$ cat config.mk
export PLATFORM = sky130hd
export DESIGN_NAME = mips_cpu_sequencer
export DESIGN_NICKNAME = d
export VERILOG_FILES = /design/src/rtl/mips_cpu_pkg.sv /design/src/rtl/mips_cpu_opcode_class.sv /design/src/rtl/mips_cpu_sequencer.sv
export SDC_FILE = /design/constraint.sdc
export NUM_CORES = 1
export LEC_CHECK = 0
export ABC_AREA = 0
export CAP_MARGIN = 20
export CORE_AREA = 2 2 39 41
export DETAILED_ROUTE_END_ITERATION = 6
export DIE_AREA = 0 0 41 43
export HOLD_SLACK_MARGIN = 0.03
export PLACE_DENSITY_LB_ADDON = 0.1
export RECOVER_POWER = 100
export SYNTH_ARGS = -nofsm -noshare
export SYNTH_HDL_FRONTEND = slang
export SYNTH_SLANG_ARGS = --single-unit
$ cat constraint.sdc
create_clock -name clk -period 1.25 [get_ports clk]
set_clock_uncertainty 0.2 [all_clocks]
set_input_delay 0.1875 -clock clk [delete_from_list [all_inputs] [get_ports clk]]
set_output_delay 0.1875 -clock clk [all_outputs]
set_load 0.005 [all_outputs]
$ cat src/rtl/mips_cpu_pkg.sv
// Shared types and instruction-field constants for the multi-cycle MIPS control sequencer.
package mips_cpu_pkg;

  typedef enum logic [2:0] {
    StFetch  = 3'd0,
    StDecode = 3'd1,
    StExec   = 3'd2,
    StMem    = 3'd3,
    StWb     = 3'd4,
    StHalt   = 3'd5
  } state_e;

  localparam logic [5:0] OpSpecial = 6'h00;
  localparam logic [5:0] OpJal     = 6'h03;
  localparam logic [5:0] OpAddi    = 6'h08;
  localparam logic [5:0] OpLui     = 6'h0F;
  localparam logic [5:0] OpLb      = 6'h20;
  localparam logic [5:0] OpLwr     = 6'h26;
  localparam logic [5:0] OpSb      = 6'h28;
  localparam logic [5:0] OpSh      = 6'h29;
  localparam logic [5:0] OpSw      = 6'h2B;

  localparam logic [5:0] FunctJr    = 6'h08;
  localparam logic [5:0] FunctMthi  = 6'h11;
  localparam logic [5:0] FunctMtlo  = 6'h13;
  localparam logic [5:0] FunctMult  = 6'h18;
  localparam logic [5:0] FunctDivu  = 6'h1B;

endpackage

$ cat src/rtl/mips_cpu_opcode_class.sv
// Combinational classification of the instruction register into load / store / register-writing.
import mips_cpu_pkg::*;

module mips_cpu_opcode_class (
  input  logic [5:0] opcode,
  input  logic [5:0] funct,
  output logic       is_load,
  output logic       is_store,
  output logic       writes_reg
);

  logic special_writes;

  always_comb begin
    is_load  = (opcode >= OpLb) && (opcode <= OpLwr);
    is_store = (opcode == OpSb) || (opcode == OpSh) || (opcode == OpSw);
    // JR, MTHI/MTLO and the multiply/divide group leave the GPR file untouched
    special_writes = !((funct == FunctJr) || (funct == FunctMthi) || (funct == FunctMtlo) ||
                       ((funct >= FunctMult) && (funct <= FunctDivu)));
    writes_reg = is_load || (opcode == OpJal) ||
                 ((opcode >= OpAddi) && (opcode <= OpLui)) ||
                 ((opcode == OpSpecial) && special_writes);
  end

endmodule

$ cat src/rtl/mips_cpu_sequencer.sv
// Multi-cycle control sequencer: FETCH/DECODE/EXEC/MEM/WB with memory stalls and a halt state.
import mips_cpu_pkg::*;

module mips_cpu_sequencer (
  input  logic       clk,
  input  logic       rst_n,
  input  logic [5:0] opcode,
  input  logic [5:0] funct,
  input  logic       pc_is_zero,
  input  logic       mem_waitrequest,
  output logic [2:0] state,
  output logic       mem_read,
  output logic       mem_write,
  output logic       ir_enable,
  output logic       pc_enable,
  output logic       reg_write_enable,
  output logic       active
);

  state_e state_q, state_d;
  logic   is_load, is_store, writes_reg;

  mips_cpu_opcode_class u_class (
    .opcode     (opcode),
    .funct      (funct),
    .is_load    (is_load),
    .is_store   (is_store),
    .writes_reg (writes_reg)
  );

  always_comb begin
    state_d = state_q;
    case (state_q)
      StFetch: begin
        if (pc_is_zero)            state_d = StHalt;
        else if (!mem_waitrequest) state_d = StDecode;
      end
      StDecode: state_d = StExec;
      StExec: begin
        if (is_load || is_store) state_d = StMem;
        else if (writes_reg)     state_d = StWb;
        else                     state_d = StFetch;
      end
      StMem: begin
        if (!mem_waitrequest) state_d = is_load ? StWb : StFetch;
      end
      StWb:    state_d = StFetch;
      StHalt:  state_d = StHalt;
      default: state_d = StHalt;
    endcase
  end

  always_ff @(posedge clk or negedge rst_n) begin
    if (!rst_n) state_q <= StFetch;
    else        state_q <= state_d;
  end

  // Strobes are gated by rst_n so an asserted reset silences them before the state flop clears
  always_comb begin
    state            = state_q;
    active           = (state_q != StHalt);
    mem_read         = rst_n && (((state_q == StFetch) && !pc_is_zero) ||
                                 ((state_q == StMem) && is_load));
    mem_write        = rst_n && (state_q == StMem) && is_store && !is_load;
    ir_enable        = rst_n && (state_q == StFetch) && !pc_is_zero && !mem_waitrequest;
    pc_enable        = rst_n && (state_q == StExec);
    reg_write_enable = rst_n && (state_q == StWb);
  end

endmodule

; Word level (Yosys, flattened, before mapping)
; Index checks and enable logic that the tools add are counted.
[totals]
reg_bits = 3
latch_bits = 0
ramBits = 0
romBits = 0
in_bits = 16
output_inout_bits = 9
elab_cells = 60
n_memories = 0
[classes]
add_sub_neg = 0
mul = 0
div = 0
magnitude_cmp = 6
eq_ne = 14
shifts = 0
mux = 7
bitwise = 0
n_reduce_logical = 32
[op_table]
columns = op, count
row1 = "== test 6 bit, second input constant", 3
row2 = 2-to-1 mux 3 bit, 6
row3 = logical AND 1 bit, 15
row4 = case mux 3 bit (5 select lines), 1
row5 = "== test 6 x 5 -> 1 bit, second input constant", 2
row6 = logical OR 1 bit, 10
row7 = "== test 3 x 2 -> 1 bit, second input constant", 2
row8 = "== test 6 x 2 -> 1 bit, second input constant", 1
row9 = "== test 6 x 4 -> 1 bit, second input constant", 1
row10 = "greater-or-equal comparator 6 x 4 -> 1 bit, second input constant", 1
row11 = "greater-or-equal comparator 6 x 5 -> 1 bit, second input constant", 1
row12 = "greater-or-equal comparator 6 bit, second input constant", 1
row13 = "less-or-equal comparator 6 x 4 -> 1 bit, second input constant", 1
row14 = "less-or-equal comparator 6 x 5 -> 1 bit, second input constant", 1
row15 = "less-or-equal comparator 6 bit, second input constant", 1
row16 = zero test 6 bit, 1
row17 = "!= test 3 bit, second input constant", 2
row18 = zero test 1 bit, 4
row19 = "== test 3 x 1 -> 1 bit, second input constant", 1
row20 = "== test 3 bit, second input constant", 1
row21 = zero test 3 bit, 1
row22 = "!= test 2 bit, second input constant", 1
row23 = AND reduction 2 bit, 1

; Logic depth before layout (Yosys ltp)
; Gate-level depths: netlist of the first run.
[depth]
word_depth = 10
mapped_depth = 5
ltp_nobuf = 4

; Modules after synthesis
; A second synthesis of the first run with hierarchy kept.
[unflattened]
cells_unflattened = 50
hier_area_um2 = 374.1
[modules_own_cells]
columns = module, n_inst, cells_per_inst, area_per_inst_um2, seq_area_each_um2
row1 = mips_cpu_sequencer, 1, 35, 274.0, 75.1
row2 = mips_cpu_opcode_class, 1, 15, 100.1, 0.0

; Worst setup path before layout of the first run
; No wires, ideal clock.
[synth_timing]
path_kind = flip-flop to output port
from = reg state_q[2] (netlist: state[2])
to = out mem_write
t_arrival_ps = 1162
required_ps = 863
slack_ps = -299
stages_incl_launch_ff = 4
path_buffers = 1
path_cell_list = dfrtp_1 > buf_2 > nand2b_1 > a2111oi_0
[synth_via]
elab_chain_len = 4
[synth_lines]
columns = element, line
row1 = from (decl), mips_cpu_sequencer.sv:20  ; state_e state_q, state_d;
row2 = from (signal assigned), mips_cpu_sequencer.sv:54  ; if (!rst_n) state_q <= StFetch;
row3 = from (signal assigned), mips_cpu_sequencer.sv:55  ; else state_q <= state_d;
row4 = == test 3 x 2 -> 1 bit, mips_cpu_sequencer.sv:64  ; mem_write = rst_n && (state_q == StMem) && is_store && !is_load;
row5 = logical AND 1 bit (3 in a row), mips_cpu_sequencer.sv:64
row6 = to (decl), mips_cpu_sequencer.sv:13  ; output logic mem_write,
; Every way passes these cells.

; Worst setup path in the final report of the first run
[layout_timing]
from = reg state_q[1] (netlist: state[1])
to = out ir_enable
[layout_via]
elab_chain_len = 4
[layout_lines]
columns = element, line
row1 = zero test 3 bit, mips_cpu_sequencer.sv:65  ; ir_enable = rst_n && (state_q == StFetch) && !pc_is_zero && !mem_waitrequest;
row2 = logical AND 1 bit (3 in a row), mips_cpu_sequencer.sv:65
row3 = to (decl), mips_cpu_sequencer.sv:14  ; output logic ir_enable,
; Every way passes these cells.

==> impl_metrics.json, run 1 <==
{
  "outcome": "complete, but fails checks",
  "violations": "negative setup slack",
  "avgSynthCellArea_um2": 7.48,
  "critical_path_buf_inv_count": 2,
  "synth_cells": 48,
  "post_route_cells_drive_above_1_share": 0.557,
  "holdBufCountCts": 0,
  "power_leakage_nw": 0.397,
  "maxCapViolCount": 0,
  "post-route-min-period_ps": 1780,
  "ir_drop_uv": 1310,
  "antenna_found_initial": 0,
  "numCtsBuffers": 3,
  "place_congestion": 0.762,
  "critPathMaxStageDelay_ps": 400,
  "start_kind": "flip-flop",
  "dp_hpwl_mm": 1.06,
  "grt_max_degree": 9,
  "largest_register_ffs": 3,
  "num_antenna_cells": 0,
  "cts.clk_slew.worst_paths_ps": 40,
  "setup_viol": 12,
  "initial_core_util": 0.259,
  "dieArea_um2": 1760,
  "drt_iter0_markers": 5,
  "area_growth_pct": 152,
  "synthesis.nets": 64,
  "drc": 0,
  "cts-root-buf": "clkbuf_4",
  "switching_share": 0.377,
  "seq_area_um2": 75.1,
  "grt_pass1_vias": 583,
  "firstDrtPassIters": 2,
  "die_y_um": 43,
  "fmax_ghz": 0.563,
  "dpl_worst_slack_ps": -911,
  "rows": 14,
  "vias": 572,
  "grt.total_usage": 0.203,
  "p_per_area_nw_per_um2": 1770,
  "clockPowerShare": 0.108,
  "switching_power_mw": 0.603,
  "cts-htree-levels": 1,
  "cp.arrival_ps": 1390,
  "worstPathMaxFanout": 2,
  "hp-class": "in2async",
  "portBuffers": 24,
  "synth_top_area_share": 0.209,
  "end_kind": "primary output",
  "p_seq_frac": 0.123,
  "rsz0062_at_grt": "yes",
  "hold_viol": 0,
  "layout.nets": 114,
  "yosysSeqAreaShare": 0.209,
  "slew_viol_final": 0,
  "multi_input_area_um2": 352,
  "synth_warnings": 0,
  "fin_hold_ws_ps": 208,
  "grt-ovfl-total": 0,
  "final.period_utilization": 1.42,
  "relSlewSlack": 0.791,
  "ant_nets": 0,
  "cts_buffer_depth": 2,
  "grt_pass1_wl_mm": 2.42,
  "clock_latency_ps": 240,
  "worstPathCellList": "buf_6, or3_4, nor3_2, buf_2",
  "die_width_um": 41,
  "syn_area_um2": 359,
  "worstMarginPinSlew_ps": 314,
  "ys_ff_latch": 3,
  "fin_ws_ps": -526,
  "wire_per_inst_um": 13.4,
  "synth_cell_type_count": 26,
  "worstSetupPathType": "reg2out",
  "combinationalPowerShare": 0.769,
  "final_core_util": 0.655,
  "via_per_inst": 5.06,
  "reg2reg_setup_slack_ps": -410,
  "io_pins": 25,
  "cts_tree": "yes",
  "required_ps": 860,
  "design.core.area_um2": 1380,
  "slowest_stage": "dfrtp_1",
  "cts.sinks": 3,
  "wl_mm": 1.51,
  "internal_power_mw": 0.997,
  "yosys.area.top_type": "dfrtp_1",
  "critPathTopFamily": "simple AND/OR/NAND/NOR gates",
  "fillCellCount": 130,
  "synthTopCellsByArea": "dfrtp_1, nand2b_1, o21ai_0, nor2_1, nand4b_1"
}
==> Yosys cell counts <==
library cell	instances
a32o_1	1
a2111oi_0	1
nand4b_1	2
nand2_1	2
inv_1	2
nor2b_1	1
nand2b_1	5
a22oi_1	1
dfrtp_1	3
a211o_1	1
nor4_1	1
o21ai_0	4
a21oi_1	3
mux2_4	1
buf_4	2
buf_2	1
nand3_1	2
and2_0	1
nor3_1	2
or3_1	1
nor2_1	5
a311o_2	1
o221ai_1	1
a221oi_2	1
o21ai_1	2
and3_1	1
==> metal layers <==
layer	wire (um)	GRT usage	share of wire
met1	600	0.241	0.40
met2	809	0.331	0.54
met3	91	0.0471	0.060
met4	10	0.0800	0.0066
met5	0	0	0
==> through the flow <==
step / power [mW] / cell area, um^2 / instances / TNS [ps]
final: 1.60 / 906 / 113 / -4260
after global routing: 1.70 / 906 / 113 / -4800
after CTS: 1.47 / 883 / 113 / -4030
after detailed placement: 1.03 / 747 / 102 / -6470
after global placement: 1.03 / 747 / 102 / -6400
after floorplan: 0.611 / 387 / 48 / -664
==> worst paths after layout <==
kind                                start         to  depth (start not counted)
worst max-delay path             state[1]  ir_enable                          4
worst min-delay path                rst_n   state[2]                          2
worst max register to register   state[0]   state[2]                          7
worst min register to register   state[2]   state[1]                          3
max in group asynchronous           rst_n   state[1]                          2
min in group clk                opcode[2]   state[1]                          5
==> kinds of logic after synthesis <==
| family | after synthesis | share of synthesized area |
|---|---|---|
| AOI/OAI and AO/OA | 16 | 0.321 |
| buffers and inverters | 5 | 0.0766 |
| DFF | 3 | 0.209 |
| and+or+nand+nor | 23 | 0.352 |
| muxes | 1 | 0.0418 |
==> timing repair <==
item                                    in CTS  in global routing
buffers inserted                             7                  2
pin swaps                                   12                  5
endpoints found under the setup margin      12                 12
gates resized for setup                     62                  6
==> cell usage in the layout (no fill, tap or decap), types with 2 or more instances in the layout <==
| master | netlist | routed |
|---|---|---|
| buf_6 | 0 | 8 |
| clkdlybuf4s15_2 | 0 | 2 |
| dlygate4sd2_1 | 0 | 2 |
| nand2b_1 | 5 | 2 |
| dfrtp_1 | 3 | 3 |
| buf_4 | 2 | 16 |
| nand4b_1 | 2 | 2 |
| nand2b_4 | 0 | 3 |
| buf_2 | 1 | 6 |
| clkbuf_4 | 0 | 3 |
| a21oi_2 | 0 | 2 |
| o21ai_0 | 4 | 3 |
| nand2_1 | 2 | 2 |
| nand3_1 | 2 | 2 |
| nor2_1 | 5 | 3 |
| o21ai_1 | 2 | 2 |
| clkdlybuf4s15_1 | 0 | 2 |
| clkdlybuf4s50_1 | 0 | 9 |
==> area by class of cell <==
class	count	share of cell area
Inverter	2	0.00829
Sequential cell	3	0.0829
Timing Repair Buffer	48	0.470
Multi-Input combinational cell	40	0.388
Tap cell	16	0.0221
Clock buffer	4	0.0290
==> power by group through the flow <==
stage / Clock (mW) / Sequential (mW) / Combinational [mW]
3_3_place_gp: 0 / 0.191 / 0.839
3_5_place_dp: 0 / 0.194 / 0.838
4_1_cts: 0.174 / 0.195 / 1.11
6_report: 0.172 / 0.196 / 1.23
2_1_floorplan: 0 / 0.185 / 0.426
5_1_grt: 0.189 / 0.204 / 1.30
Note: power is estimated with default switching activity, not from simulation.
==> inputs of run 2 (changes only) <==
Settings changed: GPL_TIMING_DRIVEN from default to 0.
==> impl_metrics.json, run 2 (synthesis results as in run 1) <==
{
  "outcome": "complete, but fails checks",
  "violations": "negative setup slack",
  "fin_ws_ps": -555,
  "hold_viol": 0,
  "clock_latency_ps": 230,
  "rsz0062_at_grt": "yes",
  "num_antenna_cells": 0,
  "die_y_um": 43,
  "startpoint": "state[1]",
  "portBuffers": 24,
  "cts-htree-levels": 1,
  "firstDrtPassIters": 4,
  "cts.clk_slew.worst_paths_ps": 40,
  "power_leakage_nw": 0.343,
  "final_core_util": 0.589,
  "relSlewSlack": 0.794,
  "worstPathMaxFanout": 4,
  "antenna_found_initial": 0,
  "reg2reg_setup_slack_ps": -560,
  "seq_area_um2": 75.1,
  "hp-class": "in2reg",
  "fmax_ghz": 0.554,
  "worstMarginPinSlew_ps": 307,
  "p_per_area_nw_per_um2": 1880,
  "setup.worst_path.end": "state[2]",
  "drc": 0,
  "grt_max_degree": 10,
  "setup_viol": 9,
  "layout.nets": 104,
  "grt.total_usage": 0.169,
  "maxCapViolCount": 0,
  "cts.sinks": 3,
  "drt_iter0_markers": 15,
  "end_kind": "flip-flop",
  "required_ps": 1160,
  "dieArea_um2": 1760,
  "ant_nets": 0,
  "r2r-end": "state[2]",
  "final.period_utilization": 1.44,
  "place_congestion": 0.699,
  "grt-ovfl-total": 0,
  "slew_viol_final": 0,
  "multi_input_area_um2": 344,
  "cts_tree": "yes",
  "grt_pass1_vias": 525,
  "die_width_um": 41,
  "io_pins": 25,
  "wl_mm": 1.38,
  "grt_pass1_wl_mm": 2.04,
  "use_met1": 0.184,
  "cts_buffer_depth": 2,
  "post_route_cells_drive_above_1_share": 0.483,
  "initial_core_util": 0.259,
  "fillCellCount": 146,
  "dp_hpwl_um": 813,
  "fin_hold_ws_ps": 321,
  "r2r-start": "state[1]",
  "top_usage_layer": "met2",
  "rows": 14,
  "wire_per_inst_um": 13.4,
  "post-route-min-period_ps": 1810,
  "ir_drop_uv": 1090,
  "cts-root-buf": "clkbuf_4",
  "vias": 537,
  "largest_register_ffs": 3,
  "layout_common_cells": "clkdlybuf4s50_1, buf_6, buf_4",
  "numCtsBuffers": 3,
  "start_kind": "flip-flop",
  "final_common_cell": "clkdlybuf4s50_1",
  "use_met2": 0.291,
  "area_growth_pct": 127,
  "worstSetupPathType": "reg2reg",
  "cp.arrival_ps": 1720,
  "design.core.area_um2": 1380,
  "met3_usage": 0.0471,
  "r2r_cells": 8,
  "via_per_inst": 5.21
}
==> run 2: metal layers <==
metal | vias to the layer above | wire length (um)
li1 | 263 | -
met5 | - | 0
met1 | 248 | 518
met2 | 24 | 746
met4 | 0 | 21
met3 | 2 | 93
==> run 2: worst min-delay path by stage <==
stage	slack, ps	start	cells after the start	end
finish	320	opcode[4]	3	state[2]
global route	340	opcode[4]	3	state[2]
CTS	300	opcode[4]	3	state[2]
detailed placement	210	rst_n	1	state[1]
global placement	210	rst_n	1	state[2]
floorplan	-310	rst_n	0	state[0]
==> run 2: power breakdown <==
| part | internal, mW | switching, mW |
|---|---|---|
| clock network | 0.119 | 0.0474 |
| logic | 0.677 | 0.508 |
| registers | 0.150 | 0.0301 |
==> run 2: timing repair <==
item                                   in CTS  in global routing
gates resized for setup                    44                 17
setup endpoints to repair                  12                 10
endpoints found under the hold margin       3                  0
hold buffers                                1                  0
pin swaps                                   7                  8
buffers inserted                            9                  1
==> run 2: critical path, cell delays in order, from the launching register on <==
cell and delay, ps:
dfrtp_1 380, buf_6 130, buf_4 140, buf_6 120, buf_6 120, and2_4 150, o21ai_2 100, nand3_1 80
a32o_2 270
==> run 2: area by class of cell <==
| cell class | instances | share of cell area |
|---|---|---|
| buffer | 3 | 0.0415 |
| clock buffer | 4 | 0.0323 |
| inverter | 2 | 0.0123 |
| multi-input combinational | 40 | 0.422 |
| sequential | 3 | 0.0922 |
| tap | 16 | 0.0246 |
| timing repair buffer | 35 | 0.375 |
==> run 2: per-stage QoR <==
stage	setup WS [ps]	power (mW)	area, um^2	TNS, ps	std cells
3_3_place_gp	-968	0.921	647	-5890	88
2_1_floorplan	-210	0.611	387	-664	48
5_1_grt	-618	1.63	815	-4470	103
6_report	-555	1.53	815	-3930	103
3_5_place_dp	-967	0.922	647	-5900	88
4_1_cts	-602	1.32	758	-3490	102
